File: config.mk
export PLATFORM = sky130hd
export DESIGN_NAME = mc_control
export DESIGN_NICKNAME = d
export VERILOG_FILES = /design/src/rtl/mc_control.sv
export SDC_FILE = /design/constraint.sdc
export NUM_CORES = 1
export LEC_CHECK = 0
export BUFFER_PORTS_ARGS = -buffer_cell sky130_fd_sc_hd__buf_4
export CORE_UTILIZATION = 30
export DETAILED_ROUTE_END_ITERATION = 12
export GPL_TIMING_DRIVEN = 0
export HOLD_SLACK_MARGIN = 0.02
export PLACE_DENSITY = 0.6
export RECOVER_POWER = 100
export SETUP_SLACK_MARGIN = 0.15
export SYNTH_ARGS = -nofsm -noshare
export SYNTH_HDL_FRONTEND = slang
export SYNTH_SLANG_ARGS = --single-unit
File: constraint.sdc
create_clock -name clk -period 3.16 [get_ports clk]
set_input_delay 0.79 -clock clk [delete_from_list [all_inputs] [get_ports clk]]
set_output_delay 0.79 -clock clk [all_outputs]
set_load 0.01 [all_outputs]
File: src/rtl/mc_control.sv
// Multi-cycle RISC-V control sequencer: steps fetch/decode/execute/memory/writeback.
// Outputs are combinational from state; mem_ready stalls FETCH/MEM_RD/MEM_WR.
module mc_control (
   input  logic        clk,
   input  logic        rst_n,
   input  logic [6:0]  opcode,
   input  logic        zero,
   input  logic        mem_ready,
   output logic        pc_write,
   output logic        pc_src,
   output logic        ir_write,
   output logic [1:0]  alu_src_a,
   output logic [1:0]  alu_src_b,
   output logic [1:0]  alu_op,
   output logic        mem_read,
   output logic        mem_write,
   output logic        i_or_d,
   output logic        mem_to_reg,
   output logic        reg_write,
   output logic        illegal,
   output logic [3:0]  state,
   output logic [15:0] retired
);

   localparam logic [3:0] S_FETCH    = 4'd0;
   localparam logic [3:0] S_DECODE   = 4'd1;
   localparam logic [3:0] S_EXEC_R   = 4'd2;
   localparam logic [3:0] S_EXEC_I   = 4'd3;
   localparam logic [3:0] S_MEM_ADDR = 4'd4;
   localparam logic [3:0] S_MEM_RD   = 4'd5;
   localparam logic [3:0] S_MEM_WR   = 4'd6;
   localparam logic [3:0] S_WB_ALU   = 4'd7;
   localparam logic [3:0] S_WB_MEM   = 4'd8;
   localparam logic [3:0] S_BRANCH   = 4'd9;
   localparam logic [3:0] S_ILLEGAL  = 4'd10;

   localparam logic [6:0] OP_R      = 7'b0110011;
   localparam logic [6:0] OP_I      = 7'b0010011;
   localparam logic [6:0] OP_LOAD   = 7'b0000011;
   localparam logic [6:0] OP_STORE  = 7'b0100011;
   localparam logic [6:0] OP_BRANCH = 7'b1100011;

   logic [3:0]  state_q;
   logic [3:0]  state_d;
   logic        illegal_q;
   logic [15:0] retired_q;
   logic        retire;

   always_ff @(posedge clk or negedge rst_n) begin
      if (!rst_n) begin
         state_q   <= S_FETCH;
         illegal_q <= 1'b0;
         retired_q <= 16'd0;
      end else begin
         state_q <= state_d;
         if (state_q == S_ILLEGAL)
            illegal_q <= 1'b1;
         if (retire)
            retired_q <= retired_q + 16'd1;
      end
   end

   always_comb begin
      state_d = S_FETCH;
      case (state_q)
         S_FETCH:    state_d = mem_ready ? S_DECODE : S_FETCH;
         S_DECODE: begin
            case (opcode)
               OP_R:               state_d = S_EXEC_R;
               OP_I:               state_d = S_EXEC_I;
               OP_LOAD, OP_STORE:  state_d = S_MEM_ADDR;
               OP_BRANCH:          state_d = S_BRANCH;
               default:            state_d = S_ILLEGAL;
            endcase
         end
         S_EXEC_R, S_EXEC_I: state_d = S_WB_ALU;
         S_MEM_ADDR: state_d = (opcode == OP_LOAD) ? S_MEM_RD : S_MEM_WR;
         S_MEM_RD:   state_d = mem_ready ? S_WB_MEM : S_MEM_RD;
         S_MEM_WR:   state_d = mem_ready ? S_FETCH : S_MEM_WR;
         default:    state_d = S_FETCH;
      endcase
   end

   always_comb begin
      pc_write   = 1'b0;
      pc_src     = 1'b0;
      ir_write   = 1'b0;
      alu_src_a  = 2'b00;
      alu_src_b  = 2'b00;
      alu_op     = 2'b00;
      mem_read   = 1'b0;
      mem_write  = 1'b0;
      i_or_d     = 1'b0;
      mem_to_reg = 1'b0;
      reg_write  = 1'b0;
      case (state_q)
         S_FETCH: begin
            mem_read  = 1'b1;
            alu_src_b = 2'b01;
            ir_write  = mem_ready;
            pc_write  = mem_ready;
         end
         // ALU forms PC-relative branch target while the opcode is decoded
         S_DECODE: begin
            alu_src_a = 2'b01;
            alu_src_b = 2'b10;
         end
         S_EXEC_R: begin
            alu_src_a = 2'b10;
            alu_op    = 2'b10;
         end
         S_EXEC_I: begin
            alu_src_a = 2'b10;
            alu_src_b = 2'b10;
            alu_op    = 2'b10;
         end
         S_MEM_ADDR: begin
            alu_src_a = 2'b10;
            alu_src_b = 2'b10;
         end
         S_MEM_RD: begin
            mem_read = 1'b1;
            i_or_d   = 1'b1;
         end
         S_MEM_WR: begin
            mem_write = 1'b1;
            i_or_d    = 1'b1;
         end
         S_WB_ALU: reg_write = 1'b1;
         S_WB_MEM: begin
            reg_write  = 1'b1;
            mem_to_reg = 1'b1;
         end
         S_BRANCH: begin
            alu_src_a = 2'b10;
            alu_op    = 2'b01;
            pc_src    = 1'b1;
            pc_write  = zero;
         end
         default: ;
      endcase
   end

   assign retire  = (state_q == S_WB_ALU) || (state_q == S_WB_MEM) || (state_q == S_BRANCH) ||
                    ((state_q == S_MEM_WR) && mem_ready);
   assign illegal = illegal_q || (state_q == S_ILLEGAL);
   assign state   = state_q;
   assign retired = retired_q;

endmodule

==> results of run 1 <==
==> worst max-delay path, stage by stage (launching register included) <==
cell      delay, ns
dfrtp_1        0.47
clkbuf_1       0.41
nand2b_1       0.14
nor2_1         0.11
nor2_1         0.05
o22ai_1        0.14
clkbuf_1       0.17
==> cell type report <==
type / instances / area share, %
Clock inverter: 1 / 0.494
Sequential cell: 21 / 34.6
Clock buffer: 3 / 2.72
Buffer: 6 / 1.48
Timing Repair Buffer: 45 / 13.6
Multi-Input combinational cell: 102 / 43.0
Inverter: 1 / 0.247
Tap cell: 48 / 3.95
==> path summary, 6_finish.rpt <==
check	startpoint	cells past startpoint	endpoint	slack, ns
max	state[2]$_DFF_PN0_	6	alu_src_a[1]	0.62
min	retired[15]$_DFFE_PN0P_	1	retired[15]$_DFFE_PN0P_	0.46
max reg2reg	state[2]$_DFF_PN0_	6	retired[7]$_DFFE_PN0P_	1.16
min reg2reg	retired[15]$_DFFE_PN0P_	1	retired[15]$_DFFE_PN0P_	0.46
max in group asynchronous	rst_n	1	retired[15]$_DFFE_PN0P_	1.82
min in group asynchronous	rst_n	1	retired[12]$_DFFE_PN0P_	0.70
==> placed cells by master, fill, tap and decap left out, types with 2 or more instances in the layout <==
cell type,netlist,layout
o22ai_1,3,3
clkbuf_8,0,3
nor2_1,14,14
nand4_1,3,3
buf_4,0,9
o22a_1,2,2
xnor2_1,6,6
o21bai_1,3,3
a21oi_1,4,4
xor2_1,10,10
dfrtp_1,21,21
nand2_1,12,12
nand3b_1,2,2
nor4_1,4,4
clkbuf_1,4,41
nor4b_1,3,5
nand3_1,5,5
and3_1,2,2
nor4bb_1,2,2
nand2b_1,6,6
nor3_1,5,5
==> synth_stat cells, types with 3 or more instances <==
library cell | number | share of area (%)
a21oi_1 | 4 | 1.6
nor4b_1 | 3 | 2.1
xnor2_1 | 6 | 4.3
nand2_1 | 12 | 3.7
clkbuf_1 | 4 | 1.2
o21bai_1 | 3 | 1.8
nand2b_1 | 6 | 3.1
nand3_1 | 5 | 2.0
o22ai_1 | 3 | 1.5
dfrtp_1 | 21 | 43
nor2_1 | 14 | 4.3
nor4_1 | 4 | 2.0
nor3_1 | 5 | 2.0
nand4_1 | 3 | 1.5
xor2_1 | 10 | 7.1
==> power groups by stage <==
stage | logic (mW) | registers (mW) | clock network [mW]
floorplan | 0.427 | 0.450 | 0
global placement | 0.763 | 0.435 | 0
detailed placement | 0.774 | 0.442 | 0
CTS | 0.775 | 0.437 | 0.181
global route | 0.717 | 0.450 | 0.193
finish | 0.641 | 0.436 | 0.180
==> through the flow <==
| step | utilization [%] | instances | power [mW] | setup WS (ns) |
|---|---|---|---|---|
| after global placement | 42.8 | 223 | 1.20 | 0.947 |
| after CTS | 44.0 | 227 | 1.39 | 0.663 |
| after floorplan | - | 130 | 0.877 | 0.931 |
| final | 40.0 | 227 | 1.26 | 0.620 |
| after global routing | 40.0 | 227 | 1.36 | 0.520 |
| after detailed placement | 42.8 | 223 | 1.22 | 0.942 |
==> layer usage <==
metal	share of wire (%)	up-vias	global-route usage, %
met2	48	26	23.1
met4	0.27	0	3.46
met1	47	552	19.3
met5	0	-	0
li1	-	563	-
met3	4.5	3	3.62
==> cells by family (layout without fill, tap and decap cells) <==
family                   count (synthesis)  count (layout)  share of synthesized area, %
XOR/XNOR                                16              16                          11.4
flip-flops                              21              21                          42.9
adder cells (fa/ha/maj)                  1               1                          1.02
AO/OA/AOI/OAI                           16              16                          8.67
AND/OR/NAND/NOR                         67              67                          31.4
buffers and inverters                    7              56                          2.86
multiplexers                             2               2                          1.73
==> state kept, by name, indices dropped and copies added (netlist names) <==
signal     count
state          4
retired       16
illegal_q      1
==> results.py, run 1 <==
metrics = {
    "global_route": {
        "grt_usage_pct": 14.4,
        "grt_pass1_vias": 1093,
        "antenna_found_initial": 0,
        "grt_first_pass_wirelength_um": 4930,
        "grt_start_max_net_pins": 22,
        "overflow": 0,
    },
    "layout": {
        "regArea_um2": 526,
        "fin_area_mm2": 0.00152,
        "multi_input_area_um2": 653,
        "fillers": 429,
        "drive_gt1_share_pct": 8.38,
        "antenna_cells": 0,
        "synthToLayoutAreaGrowth_pct": 24.0,
        "nNetsFinal": 192,
    },
    "setup_path": {
        "worstPathRequired_ns": 2.37,
        "start_kind": "register",
        "cp.arrival_ns": 1.75,
        "crit_path_max_fanout": 10,
        "worstSetupPathType": "register to output pin",
        "cp-end-kind": "output pin",
    },
    "timing": {
        "holdWs_ns": 0.464,
        "period_needed_ns": 2.54,
        "fmax_mhz": 394,
        "finalSetupTns_ns": 0,
        "relSlewSlack_pct": 28.3,
        "worstMarginPinSlew_ns": 1.08,
        "slew_viol_final": 0,
        "finalHoldViolations": 0,
        "setup_viol": 0,
        "rsz0062_at_grt": "false",
        "period_share_pct": 80.4,
        "finalClockSkew_ns": 0.00550,
    },
    "drt": {
        "wire_per_inst_um": 12.8,
        "firstDrtPassIters": 4,
        "via_per_inst": 5.04,
        "final_antenna_net_count": 0,
        "drt-total-wl_um": 2910,
        "drc_errors": 0,
        "via_count": 1144,
        "first_iter_violations": 65,
    },
    "clock_network": {
        "cts_made_buffers": 3,
        "clkSlewWorstSetupHoldPaths_ns": 0.08,
        "holdBufCountCts": 0,
        "cts_resized": 0,
        "clk_latency_ns": 0.27,
        "clockBufferDepth": 2,
        "root_buffer": "clkbuf_8",
        "htree_levels": 1,
        "post_cts_buffers": 0,
        "cts_tree": "done",
        "cts.sinks": 21,
    },
    "floorplan": {
        "design.die.area_mm2": 0.00435,
        "fp.dieH_um": 65.9,
        "coreArea_mm2": 0.00380,
        "start_util_pct": 32.3,
        "boundaryPins": 46,
        "num_rows": 22,
        "fp.dieW_um": 65.9,
    },
    "place": {
        "placed_cell_area_mm2": 0.00162,
        "place_congestion": 0.774,
        "port_buffers": 45,
        "dp_hpwl_um": 2230,
    },
    "power_and_ir_drop": {
        "intPower_uw": 664,
        "switching_share_pct": 47.1,
        "vdd_drop_max_uv": 257,
        "clockPowerShare_pct": 14.3,
        "pwr-share-comb_pct": 51.0,
        "pwr-share-seq_pct": 34.7,
        "power_density_mw_per_mm2": 827,
        "p_switching_uw": 593,
        "leakage_nw": 0.580,
    },
    "status": {
        "status": "finished, final reports clean",
    },
    "worst_hold_path": {
        "hp-class": "register to register",
    },
    "yosys": {
        "yosysSeqAreaShare_pct": 42.9,
        "yosys_most_used_dff": "dfrtp_1",
        "synth_warnings": 0,
        "synth-seq-cells": 21,
        "async_flop_share_pct": 100,
        "syn_area_mm2": 0.00123,
        "ys_types": 36,
        "synth.avg_cell_area_um2": 9.43,
        "syn_inst": 130,
        "syn_nets": 142,
        "synth_edf_count": 0,
    },
    "run": {
        "max-cap-violations": 0,
    },
}
No activity file was read; power rests on OpenSTA's default activity.
==> run 2: changes to the inputs <==
--- a/config.mk
+++ b/config.mk
@@ -5,6 +5,7 @@
 export SDC_FILE = /design/constraint.sdc
 export NUM_CORES = 1
 export LEC_CHECK = 0
+export ABC_AREA = 1
 export BUFFER_PORTS_ARGS = -buffer_cell sky130_fd_sc_hd__buf_4
 export CORE_UTILIZATION = 30
 export DETAILED_ROUTE_END_ITERATION = 12
==> constraint.sdc (replaced) <==
create_clock -name clk -period 2.3 [get_ports clk]
set_input_delay 0.575 -clock clk [delete_from_list [all_inputs] [get_ports clk]]
set_output_delay 0.575 -clock clk [all_outputs]
set_load 0.01 [all_outputs]
==> run 2 against run 1 <==
  * First-iteration DRC count shrank 3.1%
  * Via count increased by 32%
  * Utilization decreased by 2.4 points
  * Clock-buffer cell count stayed put
  * Largest power group unchanged
  * Hold slack improved by 0.024 ns
  * Flip-flop and latch count unchanged
  * Global-route usage increased by 1.1 points
  * Die area grew 24%
  * Worst setup slack got worse by 0.45 ns
  * Cell area up 19%
==> results.py, run 2 <==
metrics = {
    "yosys": {
        "yosys.area_share.adder_pct": 0.821,
        "synth_warnings": 0,
        "synth_edf_count": 0,
        "synthTopCellsByCount": "nand2_1, inv_1, nor2_1",
        "synth_top_family_by_area": "simple AND/OR/NAND/NOR gates",
        "yosys_most_used_dff": "dfrtp_1",
        "synth_compound_area_share_pct": 8.13,
        "yosysTopAreaCell": "dfrtp_1",
        "syn_area_mm2": 0.00152,
        "synth_top_area_share_pct": 34.5,
        "async_flop_share_pct": 100,
        "synth.most_common_cell": "nand2_1",
        "synthSimpleGateAreaFrac_pct": 44.6,
        "synth_xor_area_share_pct": 2.30,
        "synth.avg_cell_area_um2": 7.12,
        "synth_area_leaders": "dfrtp_1, nand2_1, inv_1",
        "synth-seq-cells": 21,
        "yosysSeqAreaShare_pct": 34.5,
        "synth_mux_area_share_pct": 0,
        "ys_types": 24,
        "syn_inst": 214,
        "syn_nets": 226,
    },
    "timing": {
        "period_needed_ns": 2.13,
        "finalSetupTns_ns": 0,
        "rsz0062_at_grt": "true",
        "fmax_mhz": 469,
        "worstMarginPinSlew_ns": 1.16,
        "finalHoldViolations": 0,
        "period_share_pct": 92.6,
        "setup_viol": 0,
        "relSlewSlack_pct": 22.9,
        "finalClockSkew_ns": 0.00507,
        "slew_viol_final": 0,
    },
    "place": {
        "port_buffers": 45,
        "place_congestion": 0.780,
        "placed_cell_area_mm2": 0.00195,
        "dp_hpwl_um": 2840,
    },
    "power_and_ir_drop": {
        "intPower_uw": 894,
        "pwr-share-comb_pct": 53.5,
        "p_switching_uw": 850,
        "switching_share_pct": 48.7,
        "leakage_nw": 0.860,
        "p_total_mw": 1.74,
        "vdd_drop_max_uv": 707,
        "power_density_mw_per_mm2": 961,
        "pwr-share-seq_pct": 32.1,
        "clockPowerShare_pct": 14.5,
    },
    "setup_path": {
        "crit_path_max_incr_delay_ns": 0.47,
        "reg2reg_depth": 7,
        "slowest_stage": "dfrtp_1",
        "cp.arrival_ns": 1.56,
        "r2r_end": "retired[12]$_DFFE_PN0P_",
        "cp_cell_sequence": "inv_1, nand2_2, nor2_1, nor2_8, inv_1, clkbuf_1",
        "path_common_cell": "inv_1",
        "crit_path_max_fanout": 6,
        "worstSetupStartpoint": "state[1]$_DFF_PN0_",
        "cp_num_cells": 6,
        "start_kind": "register",
        "worstSetupPathType": "register to output pin",
        "worstPathRequired_ns": 1.73,
        "cp-end-kind": "output pin",
        "cp_num_buf_inv": 3,
        "cp_top_family": "simple AND/OR/NAND/NOR gates",
        "reg2reg_slack_ns": 0.26,
        "timing.rr.start": "state[1]$_DFF_PN0_",
    },
    "global_route": {
        "antenna_found_initial": 0,
        "grt_first_pass_wirelength_um": 6520,
        "grt_usage_pct": 15.5,
        "overflow": 0,
        "grt_pass1_vias": 1469,
        "grt_start_max_net_pins": 22,
    },
    "floorplan": {
        "fp.dieH_um": 73.3,
        "design.die.area_mm2": 0.00537,
        "start_util_pct": 31.6,
        "fp.dieW_um": 73.3,
        "coreArea_mm2": 0.00482,
        "num_rows": 25,
        "boundaryPins": 46,
    },
    "drt": {
        "drc_errors": 0,
        "wire_per_inst_um": 11.2,
        "final_antenna_net_count": 0,
        "drt-total-wl_um": 3710,
        "via_count": 1511,
        "first_iter_violations": 63,
        "firstDrtPassIters": 5,
        "via_per_inst": 4.58,
    },
    "layout": {
        "antenna_cells": 0,
        "drive_gt1_share_pct": 15.2,
        "fin_area_mm2": 0.00181,
        "final_cell_mix": "nand2_1, inv_1, clkbuf_1",
        "nNetsFinal": 276,
        "synthToLayoutAreaGrowth_pct": 19.0,
        "final_common_cell": "nand2_1",
        "largest_reg_flops": 16,
    },
    "clock_network": {
        "cts_tree": "done",
        "root_buffer": "clkbuf_8",
        "cts_made_buffers": 3,
        "htree_levels": 1,
        "holdBufCountCts": 0,
        "clk_latency_ns": 0.27,
        "post_cts_buffers": 0,
        "clockBufferDepth": 2,
        "cts.sinks": 21,
        "clkSlewWorstSetupHoldPaths_ns": 0.08,
    },
    "worst_hold_path": {
        "hold_depth": 1,
        "min_to": "illegal_q$_DFFE_PN0P_",
        "hp-class": "register to register",
        "worstHoldStart": "illegal_q$_DFFE_PN0P_",
    },
    "run": {
        "max-cap-violations": 0,
    },
    "status": {
        "status": "finished, final reports clean",
    },
}
## run 2: changes by cell type in the layout (fill, tap and decap cells not counted), moves of 7 or more
cell and delta:
nand2_1 +56, inv_1 +28, o21ai_0 +10, nand3_1 +10, nand4_1 +7, nor2_1 +12
buf_4 +7, clkbuf_1 -12
## run 2: worst reg2reg max path: stages, from the launching register on
cell	delay, ns
dfrtp_1	0.47
inv_1	0.12
nand2_2	0.08
nor2_1	0.37
nor2_8	0.06
nand3_1	0.34
clkbuf_2	0.37
o21ai_0	0.12
## run 2: layer usage
layer / share of wire (%) / vias up / track usage, %
met5: 0 / - / 0
met4: 0.81 / 0 / 3.70
met3: 6.4 / 4 / 3.16
met2: 45 / 55 / 26.1
met1: 47 / 673 / 20.4
li1: - / 779 / -
## run 2: layout make-up
type                       count  area (um^2)
buffer                         2         10.0
inverter                      31          116
clock buffer                   3         41.3
sequential                    21          526
fill                         573         3000
tap                           67         83.8
multi-input combinational    160          803
clock inverter                 1         5.00
timing repair buffer          45          229
## run 2: power groups by stage
stage | registers [mW] | logic (mW) | clock network [mW]
after floorplan | 0.581 | 0.700 | 0
after global placement | 0.571 | 1.17 | 0
after detailed placement | 0.569 | 1.17 | 0
after CTS | 0.564 | 1.18 | 0.257
after global routing | 0.578 | 1.06 | 0.274
final | 0.559 | 0.933 | 0.252
## run 2: worst max path at each step
stage / slack (ns) / end
finish: 0.17 / reg_write
global route: 0.05 / retired[3]$_DFFE_PN0P_
CTS: 0.15 / alu_src_a[0]
detailed placement: 0.47 / alu_src_a[0]
global placement: 0.45 / alu_src_a[0]
floorplan: 0.62 / pc_write
## run 2: logic make-up (layout without fill, tap and decap cells)
logic type | after synthesis | after routing
fa+ha+maj | 1 | 1
xor+xnor | 4 | 4
compound gates | 17 | 17
buf+inv | 33 | 82
flops | 21 | 21
simple gates | 138 | 138
## run 2: what timing repair did
action | CTS | global route
endpoints found under the setup margin | 0 | 2
resized for setup | 0 | 2
hold endpoints to repair | 0 | 0
## run 2: metrics by stage
stage                     utilization, %  setup slack (ns)  hold WS, ns  instances
after floorplan                        -             0.621        0.279        214
after detailed placement            40.4             0.468        0.469        326
final                               37.7             0.170        0.488        330
after CTS                           41.4             0.154        0.193        330
after global routing                37.7            0.0486        0.520        330
after global placement              40.4             0.445        0.453        326
==> run 3: changes to the inputs <==
--- a/config.mk
+++ b/config.mk
@@ -13,6 +13,7 @@
 export HOLD_SLACK_MARGIN = 0.02
 export PLACE_DENSITY = 0.6
 export RECOVER_POWER = 100
+export REMOVE_ABC_BUFFERS = 1
 export SETUP_SLACK_MARGIN = 0.15
 export SYNTH_ARGS = -nofsm -noshare
 export SYNTH_HDL_FRONTEND = slang
==> run 3 against run 2 <==
  * Sequential power about the same
  * Clock skew down 0.0018 ns
  * Sequential share of layout area about the same
  * Critical path type unchanged
  * Highest routed layer unchanged
  * Largest power group unchanged
  * Clock power down 3%
==> results.py, run 3 (synthesis gave the netlist of run 2 again) <==
metrics = {
    "timing": {
        "rsz0062_at_grt": "false",
        "fmax_mhz": 483,
        "worstMarginPinSlew_ns": 1.19,
        "setup_viol": 0,
        "finalHoldViolations": 0,
        "holdWs_ns": 0.481,
        "period_share_pct": 90.0,
        "setup_ws_ns": 0.231,
        "relSlewSlack_pct": 20.9,
        "finalClockSkew_ns": 0.00329,
        "finalSetupTns_ns": 0,
        "slew_viol_final": 0,
        "period_needed_ns": 2.07,
    },
    "clock_network": {
        "clockBufferDepth": 2,
        "clk_latency_ns": 0.26,
        "cts_resized": 1,
        "cts_made_buffers": 3,
        "root_buffer": "clkbuf_8",
        "htree_levels": 1,
        "post_cts_buffers": 0,
        "clkSlewWorstSetupHoldPaths_ns": 0.08,
        "cts.sinks": 21,
        "cts_tree": "done",
        "holdBufCountCts": 0,
    },
    "drt": {
        "drt-total-wl_um": 3610,
        "wire_per_inst_um": 11.0,
        "drc_errors": 0,
        "firstDrtPassIters": 4,
        "via_count": 1517,
        "first_iter_violations": 72,
        "via_per_inst": 4.63,
        "final_antenna_net_count": 0,
    },
    "power_and_ir_drop": {
        "p_total_mw": 1.72,
        "vdd_drop_max_uv": 582,
        "leakage_nw": 0.847,
        "power_density_mw_per_mm2": 951,
    },
    "layout": {
        "fillers": 577,
        "largest_reg_flops": 16,
        "synthToLayoutAreaGrowth_pct": 18.9,
        "fin_area_mm2": 0.00181,
        "stdcell_count": 328,
        "nNetsFinal": 274,
        "final_cell_mix": "nand2_1, clkbuf_1, inv_1",
        "antenna_cells": 0,
        "fin_util_pct": 37.6,
        "drive_gt1_share_pct": 13.8,
        "final_common_cell": "nand2_1",
    },
    "place": {
        "placed_cell_area_mm2": 0.00191,
        "place_congestion": 0.756,
        "port_buffers": 45,
        "dp_hpwl_um": 2760,
        "dp_cells": 324,
        "post-place-ws_ns": 0.445,
    },
    "global_route": {
        "overflow": 0,
        "grt_pass1_vias": 1455,
        "grt_start_max_net_pins": 29,
        "grt_usage_pct": 15.1,
        "grt_first_pass_wirelength_um": 6200,
        "antenna_found_initial": 0,
    },
    "worst_hold_path": {
        "hp-class": "register to register",
    },
    "setup_path": {
        "crit_path_max_incr_delay_ns": 0.41,
        "cp_cell_sequence": "inv_1, nand2_2, nor2_1, nor2_1, nand2_1, clkbuf_1",
        "path_common_cell": "nor2_1",
        "start_kind": "register",
        "cp-end-kind": "output pin",
        "cp_top_family": "simple AND/OR/NAND/NOR gates",
        "cp.arrival_ns": 1.49,
        "crit_path_max_fanout": 5,
        "worstPathRequired_ns": 1.73,
        "worstSetupPathType": "register to output pin",
        "cp_num_buf_inv": 2,
        "slowest_stage": "dfrtp_1",
    },
    "floorplan": {
        "num_rows": 25,
        "design.die.area_mm2": 0.00537,
        "coreArea_mm2": 0.00482,
        "fp.dieW_um": 73.3,
        "boundaryPins": 46,
        "fp.dieH_um": 73.3,
        "start_util_pct": 31.6,
    },
    "run": {
        "max-cap-violations": 0,
    },
    "status": {
        "status": "finished, final reports clean",
    },
}
run 3: path summary, 6_finish.rpt:
kind	from	end	slack, ns	cells past startpoint
max reg2reg	state[0]$_DFF_PN0_	retired[0]$_DFFE_PN0P_	0.40	6
min	illegal_q$_DFFE_PN0P_	illegal_q$_DFFE_PN0P_	0.48	1
max in group asynchronous	rst_n	retired[13]$_DFFE_PN0P_	1.06	1
max	state[0]$_DFF_PN0_	alu_src_a[1]	0.23	6
min in group asynchronous	rst_n	retired[4]$_DFFE_PN0P_	0.53	1
min reg2reg	illegal_q$_DFFE_PN0P_	illegal_q$_DFFE_PN0P_	0.48	1
run 3: layout make-up:
cell class                 instances  area, um^2  share of cell area (%)
multi-input combinational        160         827                    45.6
sequential                        21         526                    29.0
timing repair buffer              45         214                    11.8
inverter                          31         116                    6.42
tap                               67        83.8                    4.63
clock buffer                       4        45.0                    2.49
run 3: routing by layer:
metal | vias to the layer above | part of all wire (%) | global-route usage (%)
li1 | 773 | - | -
met1 | 696 | 45 | 18.0
met2 | 44 | 47 | 25.3
met3 | 4 | 6.5 | 4.80
met4 | 0 | 1.1 | 5.66
met5 | - | 0 | 0
run 3: power by group:
group          leakage, nW  internal [mW]  total, mW  switching [mW]
clock               0.0228          0.123      0.245           0.122
combinational        0.546          0.289      0.919           0.630
sequential           0.278          0.453      0.559           0.106
total                0.847          0.865       1.72           0.858
